<file path="src/rtl/pipeline_hazard_ctrl.sv">
// ---------------------------------------------------------------------------
// pipeline_hazard_ctrl
//
// Purpose:
//   Central sequencer for the IF/ID, ID/EX, EX/MEM and MEM/WB pipeline
//   registers. It detects load-use hazards and taken branches/jumps, and
//   drives the PC-write, stall and flush controls. A halt in ID starts a
//   drain sequence that lets in-flight instructions retire. After the drain
//   the core stops until Reset.
//
// Optional feature macro:
//   HAZ_PERF_CNT_EN  - adds the saturating StallCnt/FlushCnt performance
//                      counters and their output ports.
//
// Parameters:
//   DRAIN_CYCLES  cycles spent in DRAIN after a halt is accepted (1..7)
//   CNT_W         performance counter width (HAZ_PERF_CNT_EN only)
//
// Ports:
//   Clk          system clock (state updates on rising edge)
//   Reset        synchronous, active-high reset
//   ID_Rs        rs field of the instruction in ID
//   ID_Rt        rt field of the instruction in ID
//   ID_UsesRt    instruction in ID reads rt
//   ID_Halt      instruction in ID is a halt
//   EX_MemRead   instruction in EX is a load
//   EX_RegWre    instruction in EX writes the register file
//   EX_WriteReg  destination register of the instruction in EX
//   EX_Redirect  taken branch/jump resolved in EX
//   PCWre        PC may update
//   IF_ID_Write  IF/ID may load
//   IF_ID_Flush  zero IF/ID
//   ID_EX_Flush  zero ID/EX (bubble)
//   Halted       core stopped
//   StallCnt     load-use stall cycles     (HAZ_PERF_CNT_EN only)
//   FlushCnt     redirect flush events     (HAZ_PERF_CNT_EN only)
// ---------------------------------------------------------------------------
module pipeline_hazard_ctrl #(
    parameter int unsigned DRAIN_CYCLES = 3,
    parameter int unsigned CNT_W        = 16
) (
    input  logic             Clk,
    input  logic             Reset,
    input  logic [4:0]       ID_Rs,
    input  logic [4:0]       ID_Rt,
    input  logic             ID_UsesRt,
    input  logic             ID_Halt,
    input  logic             EX_MemRead,
    input  logic             EX_RegWre,
    input  logic [4:0]       EX_WriteReg,
    input  logic             EX_Redirect,
    output logic             PCWre,
    output logic             IF_ID_Write,
    output logic             IF_ID_Flush,
    output logic             ID_EX_Flush,
    output logic             Halted
`ifdef HAZ_PERF_CNT_EN
    ,
    output logic [CNT_W-1:0] StallCnt,
    output logic [CNT_W-1:0] FlushCnt
`endif
);

    typedef enum logic [1:0] {
        ST_RUN    = 2'd0,
        ST_DRAIN  = 2'd1,
        ST_HALTED = 2'd2
    } state_t;

    localparam logic [2:0] DRAIN_LOAD = 3'(DRAIN_CYCLES - 1);

    state_t     state_r;
    state_t     state_nxt_s;
    logic [2:0] drain_cnt_r;
    logic [2:0] drain_cnt_nxt_s;
    logic       lu_s;

    // Load-use hazard: a load in EX targets a register the ID instruction reads.
    // r0 is hard-wired zero, so a load to r0 never needs a stall.
    always_comb begin
        lu_s = 1'b0;
        if (EX_MemRead && EX_RegWre && (EX_WriteReg != 5'd0) &&
            ((EX_WriteReg == ID_Rs) || (ID_UsesRt && (EX_WriteReg == ID_Rt)))) begin
            lu_s = 1'b1;
        end else begin
            lu_s = 1'b0;
        end
    end

    // State and drain counter registers.
    always_ff @(posedge Clk) begin
        if (Reset) begin
            state_r     <= ST_RUN;
            drain_cnt_r <= 3'd0;
        end else begin
            state_r     <= state_nxt_s;
            drain_cnt_r <= drain_cnt_nxt_s;
        end
    end

    // Next-state and pipeline control outputs (combinational, zero latency).
    always_comb begin
        state_nxt_s     = state_r;
        drain_cnt_nxt_s = drain_cnt_r;
        PCWre           = 1'b0;
        IF_ID_Write     = 1'b0;
        IF_ID_Flush     = 1'b1;
        ID_EX_Flush     = 1'b1;
        Halted          = 1'b0;
        case (state_r)
            ST_RUN: begin
                if (EX_Redirect) begin
                    // A halt in ID here is on the wrong path and is dropped.
                    PCWre       = 1'b1;
                    IF_ID_Write = 1'b1;
                    IF_ID_Flush = 1'b1;
                    ID_EX_Flush = 1'b1;
                end else if (lu_s) begin
                    // Hold PC and IF/ID, bubble into EX; a halt retries next cycle.
                    PCWre       = 1'b0;
                    IF_ID_Write = 1'b0;
                    IF_ID_Flush = 1'b0;
                    ID_EX_Flush = 1'b1;
                end else if (ID_Halt) begin
                    // Halt moves into EX as a no-write op; stop fetching.
                    PCWre           = 1'b0;
                    IF_ID_Write     = 1'b1;
                    IF_ID_Flush     = 1'b1;
                    ID_EX_Flush     = 1'b0;
                    state_nxt_s     = ST_DRAIN;
                    drain_cnt_nxt_s = DRAIN_LOAD;
                end else begin
                    PCWre       = 1'b1;
                    IF_ID_Write = 1'b1;
                    IF_ID_Flush = 1'b0;
                    ID_EX_Flush = 1'b0;
                end
            end
            ST_DRAIN: begin
                if (drain_cnt_r == 3'd0) begin
                    state_nxt_s     = ST_HALTED;
                    drain_cnt_nxt_s = 3'd0;
                end else begin
                    state_nxt_s     = ST_DRAIN;
                    drain_cnt_nxt_s = drain_cnt_r - 3'd1;
                end
            end
            ST_HALTED: begin
                Halted      = 1'b1;
                state_nxt_s = ST_HALTED;
            end
            default: begin
                // Unreachable encoding: recover to RUN with the pipe frozen.
                state_nxt_s     = ST_RUN;
                drain_cnt_nxt_s = 3'd0;
            end
        endcase
    end

`ifdef HAZ_PERF_CNT_EN
    localparam logic [CNT_W-1:0] CNT_MAX = {CNT_W{1'b1}};
    localparam logic [CNT_W-1:0] CNT_ONE = {{(CNT_W-1){1'b0}}, 1'b1};

    logic             stall_ev_s;
    logic             flush_ev_s;
    logic [CNT_W-1:0] stall_cnt_r;
    logic [CNT_W-1:0] flush_cnt_r;

    // Count events in RUN only; a stall counts only when it wins priority.
    always_comb begin
        stall_ev_s = 1'b0;
        flush_ev_s = 1'b0;
        if (state_r == ST_RUN) begin
            flush_ev_s = EX_Redirect;
            stall_ev_s = lu_s && !EX_Redirect;
        end else begin
            flush_ev_s = 1'b0;
            stall_ev_s = 1'b0;
        end
    end

    // Saturating performance counters, cleared only by Reset.
    always_ff @(posedge Clk) begin
        if (Reset) begin
            stall_cnt_r <= {CNT_W{1'b0}};
            flush_cnt_r <= {CNT_W{1'b0}};
        end else begin
            if (stall_ev_s && (stall_cnt_r != CNT_MAX)) begin
                stall_cnt_r <= stall_cnt_r + CNT_ONE;
            end
            if (flush_ev_s && (flush_cnt_r != CNT_MAX)) begin
                flush_cnt_r <= flush_cnt_r + CNT_ONE;
            end
        end
    end

    assign StallCnt = stall_cnt_r;
    assign FlushCnt = flush_cnt_r;
`endif

endmodule

</file>
<file path="config.mk">
export PLATFORM = sky130hd
export DESIGN_NAME = pipeline_hazard_ctrl
export DESIGN_NICKNAME = d
export VERILOG_FILES = /design/src/rtl/pipeline_hazard_ctrl.sv
export SDC_FILE = /design/constraint.sdc
export NUM_CORES = 1
export LEC_CHECK = 0
export CAP_MARGIN = 30
export CORE_MARGIN = 3
export CORE_UTILIZATION = 29
export CTS_CLUSTER_SIZE = 16
export DETAILED_ROUTE_END_ITERATION = 7
export PLACE_DENSITY_LB_ADDON = 0.15
export SYNTH_ARGS = -nofsm -noshare
export SYNTH_HDL_FRONTEND = slang
export SYNTH_SLANG_ARGS = --single-unit
</file>
<file path="constraint.sdc">
create_clock -name Clk -period 2.75 [get_ports Clk]
set_input_delay 0.6875 -clock Clk [delete_from_list [all_inputs] [get_ports Clk]]
set_output_delay 0.6875 -clock Clk [all_outputs]
set_load 0.1 [all_outputs]
</file>
Word level (Yosys, flattened, before mapping):

Cells that the tools add are included.
Widths: inputs -> output; s select.

* word-level logic and storage cells: 47
* output and inout bits: 5
* input bits: 22
* register bits: 5

* reduce and logical (&&, ||, !) cells: 10
* add/sub/neg operators: 1
* eq/ne operators: 7
* bitwise logic cells: 1
* multiplexer cells: 26

Operator list (count)
* $mux 1: 16
* $mux 3: 4
* $eq 5x5->1: 2
* $pmux 3 s3: 1
* $mux 2: 4
* $ne 2x2->1 const B: 3
* $pmux 2 s3: 1
* $reduce_bool 5->1: 1
* $logic_and 1x1->1: 4
* $reduce_and 4->1: 1
* $logic_not 3->1: 1
* $reduce_and 3->1: 1
* $sub 3x1->3 const B: 1
* $eq 2x1->1 const B: 1
* $eq 2x2->1 const B: 1
* $logic_not 2->1: 1
* $logic_or 1x1->1: 1
* $not 1->1: 1

Logic depth before layout (Yosys ltp):

Gate-level depths: netlist (run 1).

* depth in word-level cells: 8
* mapped depth: 5
* depth with buffers taken out: 5

Least setup slack after synthesis (run 1):

OpenSTA, ideal clock, no wires.

* path type: input -> output
* start: in EX_WriteReg[1]
* end: out PCWre
* data arrival time: 2279 ps
* slack: -217 ps
* buffers on the path: 0
* cell stages on the path: 3
* path through: or4_4 -> o2111ai_4 -> a22o_1

* word-level cells in the longest chain between the ends: 8
* elaborated cells on any way between the ends: 11
* those cells by class: 2 x eq/ne; 4 x mux; 5 x reduce/logical

Ends and longest elaborated chain
* start, declared: line 50 `input logic [4:0] EX_WriteReg,`
* $eq 5x5->1: line 83 `((EX_WriteReg == ID_Rs) || (ID_UsesRt && (EX_WriteReg == ID_Rt)))) begin`
* $logic_and 1x1->1: line 83
* $logic_or 1x1->1: line 83
* $logic_and 1x1->1 (*): line 82 `if (EX_MemRead && EX_RegWre && (EX_WriteReg != 5'd0) &&`
* $mux 1 (*): line 82
* $mux 1 (*): line 118 `end else if (lu_s) begin`
* $mux 1 (*): line 112 `if (EX_Redirect) begin`
* $mux 1 (*): line 110 `case (state_r)`
* end, declared: line 52 `output logic PCWre,`

Every way passes the cells marked *; elsewhere a longest branch is shown, timed or not.

Final worst setup path (run 1):

* start: in EX_WriteReg[2]
* end: out IF_ID_Flush

* word-level cells in the longest chain between the ends: 8
* elaborated cells on any way between the ends: 11
* those cells by class: 2 x eq/ne; 4 x mux; 5 x reduce/logical

Ends and longest elaborated chain
* $eq 5x5->1: line 83
* $logic_and 1x1->1: line 83
* $logic_or 1x1->1: line 83
* $logic_and 1x1->1 (*): line 82
* $mux 1 (*): line 82
* $mux 1 (*): line 118
* $mux 1 (*): line 112
* $mux 1 (*): line 110
* end, declared: line 54 `output logic IF_ID_Flush,`

Marked as above.

==> run metrics, run 1 <==
Area Overhead vs Synth 75.2%; Max clock buf depth 2; largest family of logic cells by synthesized area compound AO/OA/AOI/OAI gates; status completed; final period demand of the worst path 2700 ps; kind of critical path in -> out; XOR/XNOR Fraction of Synth Area 0.183; post-synthesis compound-gate area fraction 0.285; kind of end point of the critical path output pin; remaining antenna violation count 0; fin nets 118; DP HPWL 1050 µm; CTS Root Cell clkbuf_4; maximum VDD drop 0.308 mV; Cells after Synth 60; H-tree levels 1; first drt pass iteration count 4; reg2reg end drain_cnt_r[0]; ys async rst share 0; fmax 370 MHz; chip height 46.7 µm; largest net degree at the start of global routing 12; final worst slack 45.2 ps; Lkg Pwr 0.346 nW; Post-Synth Adder-Cell Area 0.0522; Worst Path Arrival 2020 ps; starting density of the core 0.314; post-synthesis mux area share 0; initial antenna violation count 0; Synth cell types 25; WP data required 2060 ps; global-route wire length before repair 2070 µm; Startpoint Class input port; GP Congestion 0.761; Least-Margin Pin Slew 313 ps; Hold Path Class reg -> reg; final core utilization 0.551; area share of and/or/nand/nor cells after synthesis 0.240; EDFF count, synth 0; Synth Cell Area 479 µm²; Core Footprint 1520 µm²; period utilization 0.984; Syn Area/Cell 7.99 µm²; final setup skew 1.23 ps; Slew Viols, Final 0; layout cell share with drive strength beyond 1 0.247; hold depth 1; Synthesized Nets 84; clock latency on the worst-skew pair 240 ps; cells on worst reg2reg path 4; vias in the first global route 489; full die area 2180 µm²; Critical Path Fanout Max 5; flop2flop setup slack 1470 ps; Worst R2R Start state_r[0]; detailed-route via count 527; Setup violations, final 0; Slew HR 0.791; Num Clock Sinks 5; Pwr Density 444 nW/µm²; Avg Vias per Cell 4.83; Num CTS Buffers 3; clk slew on worst S/H paths 40 ps; number of max-cap violations 0; total gr overflow 0; io pins 27; flops & latches, synth 5; IO buf count 26; total track usage 0.133; # rows 14; WL/cell 11.5 µm; die width 46.7 µm; Remaining DRCs 0; HP Start drain_cnt_r[0]; yosys warns 0; final wirelength 1250 µm; sequential-to-total area share from yosys stat 0.209; Setup WS pre-CTS -316 ps; n_diodes 0; Fin. Hold Viols 0; most frequent cells in the layout xnor2_1 (10), dlygate4sd2_1 (10), nor2_1 (7), clkdlybuf4s50_1 (6), dfxtp_1 (5); dominant synthesized flop cell dfxtp_1; RSZ-0062 raised after global routing no; hold-critical path endpoint drain_cnt_r[0]; TritonCTS clock tree done; Detailed Route Iter0 Violations 4
## worst max path at each step
stage	from	end	slack, ps
after detailed placement	EX_WriteReg[2]	PCWre	-320
after floorplan	EX_WriteReg[1]	IF_ID_Flush	50
after global placement	EX_WriteReg[2]	PCWre	-280
final	EX_WriteReg[2]	IF_ID_Flush	50
after global routing	ID_Rs[3]	IF_ID_Flush	0.2
after CTS	EX_WriteReg[3]	IF_ID_Flush	20
## per-stage QoR
stage | std cells | hold WS [ps] | TNS (ps) | cell area (µm²) | total power [W]
after CTS | 109 | 549 | 0 | 838 | 0.000377
after floorplan | 60 | 491 | 0 | 484 | 0.000210
after global routing | 109 | 609 | 0 | 840 | 0.000396
final | 109 | 556 | 0 | 840 | 0.000373
after detailed placement | 104 | 543 | -1140 | 821 | 0.000296
after global placement | 104 | 528 | -1030 | 821 | 0.000296
## cell families (layout without fill, tap and decap cells)
logic type / after synthesis / count (layout)
adders and majority gates: 2 / 2
xor gates and xnor gates: 10 / 10
buffers and inverters: 4 / 37
and+or+nand+nor: 23 / 23
DFF: 5 / 5
AOI/OAI and AO/OA: 16 / 16
## worst max-delay path: stages
cell       delay, ps
buf_2            130
or4_4            530
o2111ai_4        290
a21bo_2          210
buf_12           170
## per-layer routing
layer  global-route usage  vias to the layer above  share of wire
met3               0.0820                        0          0.094
met1                0.165                      231           0.42
met2                0.209                       18           0.49
met4                    0                        0              0
li1                     -                      278              -
met5                    0                        -              0
## cell usage after synthesis, types with 2 or more instances
cell type  instances  area, µm²
nor3_1             2       10.0
dfxtp_1            5        100
a21oi_1            4       20.0
a22oi_1            2       15.0
nand2_1            5       18.8
nor2b_1            3       18.8
inv_1              3       11.3
xnor2_1           10       87.6
nor2_1             7       26.3
o21a_1             2       15.0
nand2b_1           2       12.5
ha_1               2       25.0
## layout make-up
cell class	instances	area [µm²]
Sequential cell	5	100
Fill cell	157	684
Inverter	3	11.3
Timing Repair Buffer	30	305
Multi-Input combinational cell	51	377
Clock buffer	4	26.3
Tap cell	16	20.0
## registers in the layout, indices dropped and copies added (netlist names)
name and flops:
state_r 2, drain_cnt_r 3
## where the power goes
part	internal, W	switching (W)
clock	0.0000547	0.0000284
sequential	0.0000788	0.00000819
combinational	0.0000867	0.000116
## what timing repair did
action                     4_1_cts  5_1_grt
pin swaps                       18        7
hold buffers                     0        0
setup endpoints to repair        4        4
gates resized for setup         28        4
buffers inserted                 1        0
No activity file was read; power rests on OpenSTA's default activity.
==> run 2: changes to the inputs <==
- PLACE_DENSITY: default -> 0.61
- PLACE_DENSITY_LB_ADDON: 0.15 -> default
==> run 2 against run 1 <==
Net effect:
- first-iteration DRC count down 50%
- cell count decreased by 0.92%
- hold slack worse by 6.7 ps
- non-clock buffer count shrank 1
- power rose by 0.80%
- clock skew grew 1.8 ps
- critical path depth unchanged
- critical endpoint unchanged
==> run metrics, run 2 (synthesis results as in run 1) <==
total gr overflow 0 (unchanged); TritonCTS clock tree done; RSZ-0062 raised after global routing no; Largest regs drain_cnt_r (3), state_r (2); crit-path leading delay family simple AND/OR/NAND/NOR gates; CTS Root Cell clkbuf_4; kind of critical path in -> out; Core Footprint 1520 µm² (unchanged); detailed-route via count 535 (+1.5%); H-tree levels 1 (unchanged); Slew HR 0.785 (-0.00651); period utilization 0.984 (about the same); io pins 27 (unchanged); post-CTS setup buffer count 0 (-1); vias in the first global route 509 (+4.1%); initial antenna violation count 0 (unchanged); kind of end point of the critical path output pin; full die area 2180 µm² (unchanged); first drt pass iteration count 3 (-1); Setup violations, final 0 (unchanged); IO buf count 26 (unchanged); Worst Path Arrival 2020 ps (about the same); largest net degree at the start of global routing 12 (unchanged); post-placement cell count 104 (unchanged); cell area after layout 828 µm² (-1.3%); Num Clock Sinks 5 (unchanged); Slew Viols, Final 0 (unchanged); hold depth 1 (unchanged); CP cell instances buf_4, or4_4, o2111ai_4, a21bo_2, buf_12; Max clock buf depth 2 (unchanged); fmax 369 MHz (about the same); # rows 14 (unchanged); starting density of the core 0.314 (unchanged); WL/cell 12.8 µm (+12%); total power 0.000376 W (+0.80%); clk slew on worst S/H paths 40 ps (about the same); cells on worst reg2reg path 4 (unchanged); number of flip-flops in the largest register 3 (unchanged); Pwr Density 454 nW/µm² (+2.2%); Least-Margin Pin Slew 323 ps (+9.76 ps); maximum VDD drop 0.383 mV (+24%); WP data required 2060 ps (about the same); die width 46.7 µm (unchanged); Critical Path Fanout Max 5 (unchanged); Startpoint Class input port; total track usage 0.146 (+0.0135); number of max-cap violations 0 (unchanged); Placed Area 821 µm² (unchanged); final wirelength 1380 µm (+11%); most frequent cells in the layout xnor2_1 (9), nor2_1 (7), clkdlybuf4s50_1 (6); Remaining DRCs 0 (unchanged); Hold Path Class reg -> reg; Crit path depth 5 (unchanged); commonest non-fill, non-tap cell in the layout xnor2_1; CP bufs+invs 2 (unchanged); global-route wire length before repair 2210 µm (+7.0%); GP Congestion 0.779 (+2.4%); final period demand of the worst path 2710 ps (+2.39 ps); Area Overhead vs Synth 72.8%; remaining antenna violation count 0 (unchanged); clock latency on the worst-skew pair 240 ps (about the same); Top reg by flops drain_cnt_r; chip height 46.7 µm (unchanged); fin nets 117 (-0.85%); Avg Vias per Cell 4.95 (+2.5%); Detailed Route Iter0 Violations 2 (-2); slowest cell on the critical path or4_4; DP HPWL 1140 µm (+9.0%); Fin. Hold Viols 0 (unchanged); CP peak stage delay 540 ps (about the same); Num CTS Buffers 3 (unchanged); layout cell share with drive strength beyond 1 0.272 (+0.0244); Post-Layout Cell Count 108 (-0.92%); filler instances 147 (-6.4%); flop2flop setup slack 1480 ps (about the same); n_diodes 0 (unchanged); status completed; final setup skew 3.06 ps (+1.83 ps); Lkg Pwr 0.339 nW (-1.8%)
==> run 2: power breakdown <==
group          internal (W)   total, W  switching, W  leakage (nW)
Combinational     0.0000869   0.000205      0.000118         0.284
Clock             0.0000548  0.0000844     0.0000296        0.0150
Sequential        0.0000788  0.0000869    0.00000816        0.0408
==> run 2: final timing paths <==
| path | from | to |
|---|---|---|
| hold reg to reg | drain_cnt_r[0] | drain_cnt_r[0] |
| hold / removal | drain_cnt_r[0] | drain_cnt_r[0] |
| setup / recovery | EX_WriteReg[1] | IF_ID_Flush |
| setup reg to reg | state_r[0] | drain_cnt_r[0] |
==> run 2: metrics by stage <==
step	hold WS [ps]	TNS (ps)	utilization	setup WS, ps
3_5_place_dp	528	-1100	0.539	-308
2_1_floorplan	491	0	-	47.8
6_report	549	0	0.544	42.8
4_1_cts	545	0	0.548	2.86
5_1_grt	566	0	0.544	0.142
3_3_place_gp	539	-1030	0.539	-285
==> run 2: cell type report <==
cell class / count / area [µm²] / share of cell area
tap: 16 / 20.0 / 0.0242
clock buffer: 4 / 26.3 / 0.0317
multi-input combinational: 51 / 384 / 0.464
sequential: 5 / 100 / 0.121
inverter: 3 / 11.3 / 0.0136
timing repair buffer: 29 / 287 / 0.346
==> run 2: metal layers <==
metal,global-route usage,part of all wire,vias to the layer above
li1,-,-,277
met1,0.163,0.38,242
met2,0.266,0.56,16
met3,0.0703,0.060,0
met4,0,0,0
met5,0,0,-
==> run 2: timing repair <==
item / 4_1_cts / 5_1_grt
endpoints found under the setup margin: 4 / 3
pin swaps: 18 / 15
hold buffers: 0 / 0
resized for setup: 28 / 10
gates cloned: 0 / 0
==> run 3: changes to the inputs <==
- CTS_CLUSTER_SIZE: 16 -> default
==> results of run 3 <==
No change in the layout: final DEF, timing and power equal those of run 2.
